[config.mk]
export PLATFORM = sky130hd
export DESIGN_NAME = ntable_bg_fetch_ctrl_flat
export DESIGN_NICKNAME = d
export VERILOG_FILES = /design/src/rtl/ntable_bg_fetch_ctrl_pkg.sv /design/src/rtl/ntable_bg_fetch_ctrl_if.sv /design/src/rtl/ntable_bg_fetch_ctrl_bg_tile_shifter.sv /design/src/rtl/ntable_bg_fetch_ctrl.sv /design/src/flat_wrapper.sv
export SDC_FILE = /design/constraint.sdc
export NUM_CORES = 1
export LEC_CHECK = 0
export BUFFER_PORTS_ARGS = -buffer_cell sky130_fd_sc_hd__buf_2
export CORE_UTILIZATION = 45
export CTS_CLUSTER_SIZE = 12
export DETAILED_ROUTE_END_ITERATION = 8
export GPL_TIMING_DRIVEN = 0
export PLACE_DENSITY = 0.67
export SLEW_MARGIN = 25
export SYNTH_ARGS = -nofsm -noshare
export SYNTH_HDL_FRONTEND = slang
export SYNTH_SLANG_ARGS = --single-unit
export TNS_END_PERCENT = 50
[constraint.sdc]
create_clock -name clk -period 3.62 [get_ports clk]
set_input_delay 0.543 -clock clk [delete_from_list [all_inputs] [get_ports clk]]
set_output_delay 0.543 -clock clk [all_outputs]
set_load 0.05 [all_outputs]
[src/rtl/ntable_bg_fetch_ctrl_pkg.sv]
// Shared definitions for the background tile fetch sequencer.
//  - Tile grid geometry (TILES_X x TILES_Y) and pixels per line.
//  - ROM address widths for name-table, attribute and pattern ROMs.
//  - Fetch FSM state encoding.
//  - Attribute-byte quadrant selection helper.
package ntable_bg_fetch_ctrl_pkg;

  localparam int TILES_X      = 32;
  localparam int TILES_Y      = 30;
  localparam int PIX_PER_LINE = TILES_X * 8;

  localparam int NT_AW = 10;
  localparam int AT_AW = 7;
  localparam int PT_AW = 12;

  localparam logic [4:0] LAST_COL = 5'(TILES_X - 1);
  localparam logic [8:0] LAST_PIX = 9'(PIX_PER_LINE - 1);

  typedef enum logic [2:0] {
    S_IDLE = 3'd0,
    S_NT   = 3'd1,
    S_AT   = 3'd2,
    S_PT0  = 3'd3,
    S_PT1  = 3'd4,
    S_WAIT = 3'd5
  } state_t;

  // One attribute byte covers a 4x4-tile block split into four 2x2
  // quadrants; row[1]/col[1] pick the quadrant (TL, TR, BL, BR).
  function automatic logic [1:0] at_quad_pal(input logic [7:0] at_byte,
                                             input logic       row1,
                                             input logic       col1);
    logic [1:0] pal;
    case ({row1, col1})
      2'b00:   pal = at_byte[1:0];
      2'b01:   pal = at_byte[3:2];
      2'b10:   pal = at_byte[5:4];
      default: pal = at_byte[7:6];
    endcase
    return pal;
  endfunction

endpackage

[src/rtl/ntable_bg_fetch_ctrl_if.sv]
// Bus interface of the background fetch sequencer.
//  line_start/row/fine_y : line control from the sync/pixel counters
//  pix_adv               : consumer takes one pixel this cycle
//  nt_*/at_*/pt_*        : combinational ROM ports (address out, data back same cycle)
//  pix_color/pix_pal/pix_valid : pixel stream to the palette lookup
//  underrun/line_done    : status pulses
// Handshake: a pixel transfers in a cycle where pix_valid=1 and pix_adv=1
// (and line_start=0). pix_valid never waits on pix_adv; pix_adv with
// pix_valid=0 transfers nothing and, inside an active line, is an underrun.
// modport slave is the sequencer, modport master is its environment.
interface ntable_bg_fetch_ctrl_if;
  import ntable_bg_fetch_ctrl_pkg::*;

  logic             line_start;
  logic [4:0]       row;
  logic [2:0]       fine_y;
  logic             pix_adv;
  logic [NT_AW-1:0] nt_addr;
  logic [7:0]       nt_data;
  logic [AT_AW-1:0] at_addr;
  logic [7:0]       at_data;
  logic [PT_AW-1:0] pt_addr;
  logic [7:0]       pt_data;
  logic [1:0]       pix_color;
  logic [1:0]       pix_pal;
  logic             pix_valid;
  logic             underrun;
  logic             line_done;

  modport slave (
    input  line_start, row, fine_y, pix_adv, nt_data, at_data, pt_data,
    output nt_addr, at_addr, pt_addr, pix_color, pix_pal, pix_valid,
           underrun, line_done
  );

  modport master (
    output line_start, row, fine_y, pix_adv, nt_data, at_data, pt_data,
    input  nt_addr, at_addr, pt_addr, pix_color, pix_pal, pix_valid,
           underrun, line_done
  );
endinterface

[src/rtl/ntable_bg_fetch_ctrl_bg_tile_shifter.sv]
// bg_tile_shifter: pixel output stage for one fetched tile plus one staged tile.
//  clear          : drop shifter and staging contents (new line / abort)
//  load, ld_*     : a freshly fetched tile (plane0, plane1, palette)
//  adv            : consumer advance request
//  pix_color/pix_pal/pix_valid : current leftmost pixel
//  empty          : staging register is free
//  shift_last     : this cycle's advance consumes the tile's 8th pixel
// A load goes straight into the shifter when it is empty or emptying this
// cycle, otherwise into staging. The loader never loads while staging is full.
module bg_tile_shifter (
  input  logic       clk,
  input  logic       rst_n,
  input  logic       clear,
  input  logic       load,
  input  logic [7:0] ld_p0,
  input  logic [7:0] ld_p1,
  input  logic [1:0] ld_pal,
  input  logic       adv,
  output logic [1:0] pix_color,
  output logic [1:0] pix_pal,
  output logic       pix_valid,
  output logic       empty,
  output logic       shift_last
);
  logic [7:0] sh0, sh1, st0, st1;
  logic [1:0] sh_pal, st_pal;
  logic       sh_valid, st_full;
  logic [2:0] cnt;
  logic       adv_eff, take_new, to_stage;

  assign adv_eff    = adv & sh_valid;
  assign shift_last = adv_eff & (cnt == 3'd7);
  assign take_new   = load & (~sh_valid | shift_last);
  assign to_stage   = load & ~take_new;

  always_ff @(posedge clk) begin
    if (!rst_n || clear) begin
      sh0 <= '0; sh1 <= '0; sh_pal <= '0; sh_valid <= 1'b0; cnt <= '0;
      st0 <= '0; st1 <= '0; st_pal <= '0; st_full <= 1'b0;
    end else begin
      if (take_new) begin
        sh0 <= ld_p0; sh1 <= ld_p1; sh_pal <= ld_pal;
        sh_valid <= 1'b1; cnt <= '0;
      end else if (shift_last) begin
        // Reload from staging on the same edge so the stream has no gap.
        if (st_full) begin
          sh0 <= st0; sh1 <= st1; sh_pal <= st_pal;
          st_full <= 1'b0;
        end else begin
          sh0 <= '0; sh1 <= '0; sh_valid <= 1'b0;
        end
        cnt <= '0;
      end else if (adv_eff) begin
        sh0 <= sh0 << 1;
        sh1 <= sh1 << 1;
        cnt <= cnt + 3'd1;
      end
      if (to_stage) begin
        st0 <= ld_p0; st1 <= ld_p1; st_pal <= ld_pal;
        st_full <= 1'b1;
      end
    end
  end

  assign pix_color = sh_valid ? {sh1[7], sh0[7]} : 2'b00;
  assign pix_pal   = sh_valid ? sh_pal : 2'b00;
  assign pix_valid = sh_valid;
  assign empty     = ~st_full;
endmodule

[src/rtl/ntable_bg_fetch_ctrl.sv]
// ntable_bg_fetch_ctrl: background tile fetch sequencer.
//  clk, rst_n : clock, synchronous active-low reset
//  bus        : slave side of ntable_bg_fetch_ctrl_if (line control, ROM ports,
//               pixel stream, underrun/line_done pulses)
//  dbg_state  : current fetch FSM state
// Per tile the FSM walks NT -> AT -> PT0 -> PT1, one ROM access per cycle.
// ROM addresses are registered and set on the edge entering the state that
// uses them, so they hold their last value in IDLE/WAIT.
module ntable_bg_fetch_ctrl
  import ntable_bg_fetch_ctrl_pkg::*;
(
  input  logic                  clk,
  input  logic                  rst_n,
  ntable_bg_fetch_ctrl_if.slave bus,
  output state_t                dbg_state
);
  state_t           state;
  logic [4:0]       col, col_nxt, row_q;
  logic [2:0]       fy_q;
  logic [7:0]       tile, p0;
  logic [1:0]       pal;
  logic [NT_AW-1:0] nt_addr_q;
  logic [AT_AW-1:0] at_addr_q;
  logic [PT_AW-1:0] pt_addr_q;
  logic             underrun_q, line_done_q, line_active;
  logic [8:0]       px_cnt;

  logic       pix_valid, st_empty, shift_last;
  logic [1:0] pix_color, pix_pal;
  logic       sh_load, sh_adv, consume, load_direct;

  // line_start wins over pix_adv: nothing shifts or counts that cycle.
  assign sh_adv      = bus.pix_adv & ~bus.line_start;
  assign consume     = sh_adv & pix_valid & line_active;
  assign sh_load     = (state == S_PT1) & ~bus.line_start;
  assign load_direct = ~pix_valid | shift_last;
  assign col_nxt     = col + 5'd1;

  bg_tile_shifter u_shifter (
    .clk        (clk),
    .rst_n      (rst_n),
    .clear      (bus.line_start),
    .load       (sh_load),
    .ld_p0      (p0),
    .ld_p1      (bus.pt_data),
    .ld_pal     (pal),
    .adv        (sh_adv),
    .pix_color  (pix_color),
    .pix_pal    (pix_pal),
    .pix_valid  (pix_valid),
    .empty      (st_empty),
    .shift_last (shift_last)
  );

  always_ff @(posedge clk) begin
    if (!rst_n) begin
      state       <= S_IDLE;
      col         <= '0;
      row_q       <= '0;
      fy_q        <= '0;
      tile        <= '0;
      p0          <= '0;
      pal         <= '0;
      nt_addr_q   <= '0;
      at_addr_q   <= '0;
      pt_addr_q   <= '0;
      underrun_q  <= 1'b0;
      line_done_q <= 1'b0;
      line_active <= 1'b0;
      px_cnt      <= '0;
    end else begin
      // The line_start cycle itself counts as a starved advance.
      underrun_q  <= bus.pix_adv & (bus.line_start | (line_active & ~pix_valid));
      line_done_q <= 1'b0;
      if (bus.line_start) begin
        row_q       <= bus.row;
        fy_q        <= bus.fine_y;
        col         <= '0;
        state       <= S_NT;
        nt_addr_q   <= {bus.row, 5'd0};
        line_active <= 1'b1;
        px_cnt      <= '0;
      end else begin
        if (consume) begin
          px_cnt <= px_cnt + 9'd1;
          if (px_cnt == LAST_PIX) begin
            line_done_q <= 1'b1;
            line_active <= 1'b0;
          end
        end
        case (state)
          S_IDLE: state <= S_IDLE;
          S_NT: begin
            tile      <= bus.nt_data;
            at_addr_q <= {1'b0, row_q[4:2], col[4:2]};
            state     <= S_AT;
          end
          S_AT: begin
            pal       <= at_quad_pal(bus.at_data, row_q[1], col[1]);
            pt_addr_q <= {tile, 1'b0, fy_q};
            state     <= S_PT0;
          end
          S_PT0: begin
            p0        <= bus.pt_data;
            pt_addr_q <= {tile, 1'b1, fy_q};
            state     <= S_PT1;
          end
          S_PT1: begin
            if (col == LAST_COL) begin
              state <= S_IDLE;
            end else begin
              col <= col_nxt;
              // Tile went to the shifter: staging is free, keep fetching.
              if (load_direct) begin
                nt_addr_q <= {row_q, col_nxt};
                state     <= S_NT;
              end else begin
                state <= S_WAIT;
              end
            end
          end
          S_WAIT: begin
            if (st_empty || shift_last) begin
              nt_addr_q <= {row_q, col};
              state     <= S_NT;
            end
          end
          default: state <= S_IDLE;
        endcase
      end
    end
  end

  assign bus.nt_addr   = nt_addr_q;
  assign bus.at_addr   = at_addr_q;
  assign bus.pt_addr   = pt_addr_q;
  assign bus.pix_color = pix_color;
  assign bus.pix_pal   = pix_pal;
  assign bus.pix_valid = pix_valid;
  assign bus.underrun  = underrun_q;
  assign bus.line_done = line_done_q;
  assign dbg_state     = state;
endmodule

[src/flat_wrapper.sv]
// flat-port wrapper written by rule: the top's interface ports become plain ports
module ntable_bg_fetch_ctrl_flat import ntable_bg_fetch_ctrl_pkg::*;
  (clk, rst_n, dbg_state, bus_line_start, bus_row, bus_fine_y, bus_pix_adv, bus_nt_data, bus_at_data, bus_pt_data, bus_nt_addr, bus_at_addr, bus_pt_addr, bus_pix_color, bus_pix_pal, bus_pix_valid, bus_underrun, bus_line_done);
  ntable_bg_fetch_ctrl_if bus_i ();
  input  logic clk;
  input  logic rst_n;
  output state_t dbg_state;
  input wire logic [$bits(bus_i.line_start)-1:0] bus_line_start;
  input wire logic [$bits(bus_i.row)-1:0] bus_row;
  input wire logic [$bits(bus_i.fine_y)-1:0] bus_fine_y;
  input wire logic [$bits(bus_i.pix_adv)-1:0] bus_pix_adv;
  input wire logic [$bits(bus_i.nt_data)-1:0] bus_nt_data;
  input wire logic [$bits(bus_i.at_data)-1:0] bus_at_data;
  input wire logic [$bits(bus_i.pt_data)-1:0] bus_pt_data;
  output wire logic [$bits(bus_i.nt_addr)-1:0] bus_nt_addr;
  output wire logic [$bits(bus_i.at_addr)-1:0] bus_at_addr;
  output wire logic [$bits(bus_i.pt_addr)-1:0] bus_pt_addr;
  output wire logic [$bits(bus_i.pix_color)-1:0] bus_pix_color;
  output wire logic [$bits(bus_i.pix_pal)-1:0] bus_pix_pal;
  output wire logic [$bits(bus_i.pix_valid)-1:0] bus_pix_valid;
  output wire logic [$bits(bus_i.underrun)-1:0] bus_underrun;
  output wire logic [$bits(bus_i.line_done)-1:0] bus_line_done;
  assign bus_i.line_start = bus_line_start;
  assign bus_i.row = bus_row;
  assign bus_i.fine_y = bus_fine_y;
  assign bus_i.pix_adv = bus_pix_adv;
  assign bus_i.nt_data = bus_nt_data;
  assign bus_i.at_data = bus_at_data;
  assign bus_i.pt_data = bus_pt_data;
  assign bus_nt_addr = bus_i.nt_addr;
  assign bus_at_addr = bus_i.at_addr;
  assign bus_pt_addr = bus_i.pt_addr;
  assign bus_pix_color = bus_i.pix_color;
  assign bus_pix_pal = bus_i.pix_pal;
  assign bus_pix_valid = bus_i.pix_valid;
  assign bus_underrun = bus_i.underrun;
  assign bus_line_done = bus_i.line_done;
  ntable_bg_fetch_ctrl u_core (.clk(clk), .rst_n(rst_n), .bus(bus_i), .dbg_state(dbg_state));
endmodule
==> impl_metrics.env, run 1 <==
export IMPL_antenna_left=0
export IMPL_grt_max_degree=17
export IMPL_power_density_nw_per_um2=525
export IMPL_place_area_sq_um=5560
export IMPL_drv_cap=0
export IMPL_drtIter0Drc=189
export IMPL_dr_pass1_iters=4
export IMPL_cts_sinks=115
export IMPL_finalHoldViolCount=0
export IMPL_final_setup_viol_count=0
export IMPL_syn_nets=585
export IMPL_fin_crit_ns=2.48
export IMPL_outcome="complete, no violations"
export IMPL_drc=0
export IMPL_criticalPathCategory="flip-flop to flip-flop"
export IMPL_post_cts_buffers=0
export IMPL_grt_pass1_wl_um=20600
export IMPL_power_uw=3260
export IMPL_syn_avg_cell_area_sq_um=9.28
export IMPL_ys_types=53
export IMPL_ys_warn_count=0
export IMPL_place_congestion=0.778
export IMPL_max_freq_mhz=403
export IMPL_synthToLayoutAreaGrowth_pct=23.4
export IMPL_die_area_sq_um=11600
export IMPL_timing_final_crit_share=0.686
export IMPL_antenna_found_initial=0
export IMPL_cp_data_arrival_time_ns=2.89
export IMPL_ys_seq_area_frac=0.458
export IMPL_die_w_um=108
export IMPL_grt_ovfl_total=0
export IMPL_synth_seq_cells=115
export IMPL_final_common_cell="dfxtp_1"
export IMPL_start_util=0.464
export IMPL_ir_drop_v=0.000372
export IMPL_layout_common_cells="dfxtp_1, nand2_1, buf_2"
export IMPL_synth_edf_count=0
export IMPL_grt_usage=0.233
export IMPL_clock_path_buffers=2
export IMPL_nNetsFinal=675
export IMPL_synth_ff_type="dfxtp_1"
export IMPL_cts_resized=0
export IMPL_viasPerCell=5.34
export IMPL_portBuffers=71
export IMPL_finalSetupTns_ns=0
export IMPL_cts_tree="yes"
export IMPL_boundaryPins=75
export IMPL_row_count=38
export IMPL_cts_root_buf="clkbuf_8"
export IMPL_relSlewSlack=0.505
export IMPL_critPathLaunchType="flip-flop"
export IMPL_cts_buffers=17
export IMPL_p_leak_uw=0.00254
export IMPL_crit_path_end_kind="flip-flop"
export IMPL_drv_slew=0
export IMPL_crit_required_ns=4.03
export IMPL_routedWlPerCell_um=16.0
export IMPL_vias=4191
export IMPL_critPathMaxFanout=7
export IMPL_grt_pass1_vias=4173
export IMPL_drive_gt1_frac=0.231
export IMPL_fin_area_sq_um=6200
export IMPL_antenna_cells=0
export IMPL_min_path_type="primary input to flip-flop"
export IMPL_synthCells=542
export IMPL_core_area_sq_um=10800
export IMPL_clk_pin_slew_ns=0.06
export IMPL_syn_area_sq_um=5030
export IMPL_async_flop_share=0
export IMPL_synth_area_leaders="dfxtp_1, nand2_1, mux2i_1"
export IMPL_dp_hpwl_um=8740
export IMPL_finalClockSkew_ns=0.00472
export IMPL_synth_top_area_frac=0.458
export IMPL_chipHeight_um=108
export IMPL_wirelength_um=12600
export IMPL_yosys_area_top_type="dfxtp_1"
export IMPL_cts_hold_buf=0
export IMPL_worstSkewPairLatency_ns=0.52
export IMPL_grt_setup_unrepaired="false"
export IMPL_htree_levels=4
export IMPL_worstMarginPinSlew_ns=0.741
state kept, by name, summed over array words and instances (netlist names):
signal and count:
u_core.bus.at_addr 6, u_core.bus.line_done 1, u_core.bus.nt_addr 10, u_core.bus.pt_addr 12, u_core.bus.underrun 1, u_core.col 5
u_core.dbg_state 3, u_core.fy_q 3, u_core.line_active 1, u_core.p0 8, u_core.pal 2, u_core.px_cnt 9
u_core.row_q 5, u_core.tile 8, u_core.u_shifter.cnt 3, u_core.u_shifter.pix_valid 1, u_core.u_shifter.sh0 8, u_core.u_shifter.sh1 8
u_core.u_shifter.sh_pal 2, u_core.u_shifter.st0 8, u_core.u_shifter.st1 8, u_core.u_shifter.st_full 1, u_core.u_shifter.st_pal 2
final timing paths:
check                        start                     to  slack, ns  depth (start not counted)
max                  u_core.col[1]  u_core.bus.nt_addr[7]       1.14                          6
min                 bus_nt_data[1]         u_core.tile[1]       0.27                          3
max reg2reg          u_core.col[1]  u_core.bus.nt_addr[7]       1.14                          6
min reg2reg  u_core.bus.pt_addr[1]  u_core.bus.pt_addr[1]       0.46                          2
synthesized netlist by cell type, types with 8 or more instances:
library cell  number
nor3_1            25
a21boi_0          33
nor2_1            52
buf_2              8
a21oi_1           14
a221oi_1          14
nor4_2            10
nor2b_1           10
and2_1            10
clkbuf_1          22
mux2i_1           30
dfxtp_1          115
xor2_1             8
nand2_1           89
worst max-delay path, stage by stage, from the launching register on:
cell and delay [ns]:
dfxtp_1 0.41, ha_1 0.26, and3_1 0.21, ha_1 0.21
nor4b_2 0.64, a211oi_2 0.30, mux2_2 0.34
where the power goes:
group	leakage [uW]	total, uW	internal (uW)	switching [uW]
combinational	0.00130	150	52.9	97.4
clock	0.000313	1820	1230	589
sequential	0.000930	1290	1280	9.70
total	0.00254	3260	2560	696
metrics by stage:
step	worst slack, ns	hold WS, ns	utilization	std cells
final	1.14	0.273	0.572	785
after detailed placement	1.15	0.453	0.513	753
after floorplan	1.49	0.430	-	542
after global placement	1.17	0.441	0.513	753
after CTS	1.13	0.260	0.572	785
after global routing	0.958	0.262	0.572	785
metal layers:
metal	up-vias	wire, um	track usage
met5	-	0	0
met4	0	184	0.105
met3	18	689	0.0611
met2	115	5930	0.380
met1	1986	5760	0.289
li1	2072	-	-
cell type report:
cell class / count / area (sq um)
Buffer: 40 / 209
Clock buffer: 24 / 500
Clock inverter: 8 / 145
Fill cell: 992 / 4640
Inverter: 4 / 15.0
Multi-Input combinational cell: 383 / 2500
Sequential cell: 115 / 2300
Tap cell: 140 / 175
Timing Repair Buffer: 71 / 355
logic make-up after synthesis:
| family | after synthesis | synth area share |
|---|---|---|
| AO/OA/AOI/OAI | 88 | 0.132 |
| XOR/XNOR | 14 | 0.0244 |
| adder cells (fa/ha/maj) | 7 | 0.0174 |
| buffers and inverters | 44 | 0.0445 |
| flip-flops | 115 | 0.458 |
| multiplexers | 37 | 0.0799 |
| other | 1 | 0.000746 |
| AND/OR/NAND/NOR | 236 | 0.243 |
Power figures use the tool's default switching activity.
==> inputs of run 2 (changes only) <==
ABC_AREA = 1   (was default)
PLACE_DENSITY = 0.7   (was 0.67)
clock period = 2 ns   (was 3.62 ns; I/O delays follow)
==> impl_metrics.env, run 2 <==
export IMPL_outcome="complete, no violations"
export IMPL_final_setup_viol_count=0
export IMPL_grt_usage=0.239
export IMPL_synth_mux_area_frac=0.00795
export IMPL_holdPathStages=3
export IMPL_synth_ff_type="dfxtp_1"
export IMPL_p_leak_uw=0.00287
export IMPL_dp_hpwl_um=9270
export IMPL_syn_nets=724
export IMPL_synth_compound_area_share=0.141
export IMPL_core_area_sq_um=10900
export IMPL_min_from="bus_fine_y[0]"
export IMPL_crit_required_ns=2.41
export IMPL_yosys_area_top_type="dfxtp_1"
export IMPL_grt_ovfl_total=0
export IMPL_synthCells=681
export IMPL_fin_ws_ns=0.129
export IMPL_ir_drop_v=0.000454
export IMPL_power_density_nw_per_um2=900
export IMPL_worstMarginPinSlew_ns=0.613
export IMPL_htree_levels=4
export IMPL_synth_commonest_cells="nor2_1, dfxtp_1, nand2_1"
export IMPL_drtIter0Drc=308
export IMPL_synthXorXnorAreaFrac=0.00869
export IMPL_max_freq_mhz=534
export IMPL_min_path_type="primary input to flip-flop"
export IMPL_grt_pass1_wl_um=21400
export IMPL_worstSkewPairLatency_ns=0.51
export IMPL_start_util=0.463
export IMPL_nNetsFinal=815
export IMPL_die_w_um=108
export IMPL_grt_max_degree=17
export IMPL_ys_seq_area_frac=0.457
export IMPL_grt_pass1_vias=4633
export IMPL_criticalPathCategory="flip-flop to flip-flop"
export IMPL_final_common_cell="nor2_1"
export IMPL_finalClockSkew_ns=0.00692
export IMPL_worstReg2RegStart="u_core.u_shifter.cnt[0]"
export IMPL_drive_gt1_frac=0.189
export IMPL_r2r_cells=9
export IMPL_antenna_left=0
export IMPL_dr_pass1_iters=5
export IMPL_yosys_area_share_simple=0.280
export IMPL_cts_buffers=17
export IMPL_synth_fa_ha_area_frac=0.0174
export IMPL_syn_avg_cell_area_sq_um=7.40
export IMPL_fin_crit_ns=1.87
export IMPL_critPathLaunchType="flip-flop"
export IMPL_boundaryPins=75
export IMPL_largest_reg_flops=12
export IMPL_vias=4744
export IMPL_synth_edf_count=0
export IMPL_finalHoldViolCount=0
export IMPL_post_cts_buffers=0
export IMPL_synth_most_common_cell="nor2_1"
export IMPL_synth_top_area_frac=0.457
export IMPL_routedWlPerCell_um=14.1
export IMPL_place_congestion=0.837
export IMPL_antenna_cells=0
export IMPL_timing_final_crit_share=0.936
export IMPL_drv_slew=0
export IMPL_whs_endpoint="u_core.fy_q[0]"
export IMPL_die_area_sq_um=11600
export IMPL_syn_area_sq_um=5040
export IMPL_cts_tree="yes"
export IMPL_wirelength_um=13000
export IMPL_reg2reg_to="u_core.u_shifter.sh0[1]"
export IMPL_cp_data_arrival_time_ns=2.28
export IMPL_cts_sinks=115
export IMPL_synthToLayoutAreaGrowth_pct=21.8
export IMPL_synth_area_leaders="dfxtp_1, nor2_1, o21ai_0"
export IMPL_synth_top_family_by_area="simple AND/OR/NAND/NOR gates"
export IMPL_relSlewSlack=0.591
export IMPL_cts_root_buf="clkbuf_8"
export IMPL_drc=0
export IMPL_clock_path_buffers=2
export IMPL_clk_pin_slew_ns=0.05
export IMPL_ys_warn_count=0
export IMPL_finalSetupTns_ns=0
export IMPL_place_ws_ns=0.143
export IMPL_drv_cap=0
export IMPL_layout_common_cells="nor2_1, dfxtp_1, nand2_1"
export IMPL_async_flop_share=0
export IMPL_grt_setup_unrepaired="false"
export IMPL_r2r_slack_ns=0.13
export IMPL_viasPerCell=5.13
export IMPL_crit_path_end_kind="flip-flop"
export IMPL_antenna_found_initial=0
export IMPL_ys_types=42
export IMPL_row_count=38
export IMPL_portBuffers=72
export IMPL_cts_hold_buf=0
export IMPL_synth_seq_cells=115
export IMPL_cts_resized=0
export IMPL_chipHeight_um=108
export IMPL_critPathMaxFanout=10
-- run 2: layout make-up --
type	count	area (sq um)
clock buffer	27	512
timing repair buffer	72	360
tap	140	175
fill	1004	4750
buffer	29	186
sequential	115	2300
inverter	67	254
clock inverter	4	45.0
multi-input combinational	470	2300
-- run 2: per-layer routing --
metal | global-route usage | wire (um) | vias to the layer above
met5 | 0 | 0 | -
met4 | 0.112 | 378 | 0
met3 | 0.0605 | 856 | 38
met2 | 0.401 | 6080 | 170
met1 | 0.284 | 5690 | 2154
li1 | - | - | 2382
-- run 2: kinds of logic after synthesis --
kind of cell,count (synthesis)
compound gates,135
buf+inv,96
fa+ha+maj,7
simple gates,318
xor+xnor,5
mux,4
other cells,1
flops,115
-- run 2: critical path, stage by stage (launching register included) --
cell and delay (ns):
dfxtp_1 0.32, ha_1 0.20, ha_1 0.24, nand4_4 0.14
nand2_4 0.12, a21oi_2 0.25, buf_2 0.29, nand2_1 0.09
nand3_1 0.08, nor2_1 0.04
-- run 2: per-stage QoR --
stage | total power, uW | hold WS, ns | instance area, sq um | util | instances
3_5_place_dp | 2770 | 0.449 | 5570 | 0.512 | 893
4_1_cts | 5560 | 0.00860 | 6130 | 0.563 | 924
6_report | 5520 | 0.0233 | 6130 | 0.563 | 924
2_1_floorplan | 2650 | 0.425 | 5040 | - | 681
3_3_place_gp | 2760 | 0.441 | 5570 | 0.512 | 893
5_1_grt | 5700 | 0.0208 | 6130 | 0.563 | 924
-- run 2: worst max path at each step --
| stage | slack [ns] | startpoint | cells past startpoint | to |
|---|---|---|---|---|
| after global routing | 0.008 | u_core.u_shifter.cnt[0] | 9 | u_core.u_shifter.sh1[4] |
| after detailed placement | 0.14 | u_core.col[0] | 7 | u_core.col[1] |
| after floorplan | 0.24 | u_core.u_shifter.pix_valid | 8 | u_core.px_cnt[7] |
| after CTS | 0.09 | u_core.col[0] | 7 | u_core.col[1] |
| final | 0.13 | u_core.u_shifter.cnt[0] | 9 | u_core.u_shifter.sh0[1] |
| after global placement | 0.18 | u_core.u_shifter.cnt[0] | 9 | u_core.u_shifter.sh1[4] |
-- run 2: report_power, final --
part / internal [uW] / switching, uW / total [uW]
sequential: 2340 / 28.0 / 2370
combinational: 104 / 254 / 358
clock: 1830 / 963 / 2790
total: 4280 / 1250 / 5520
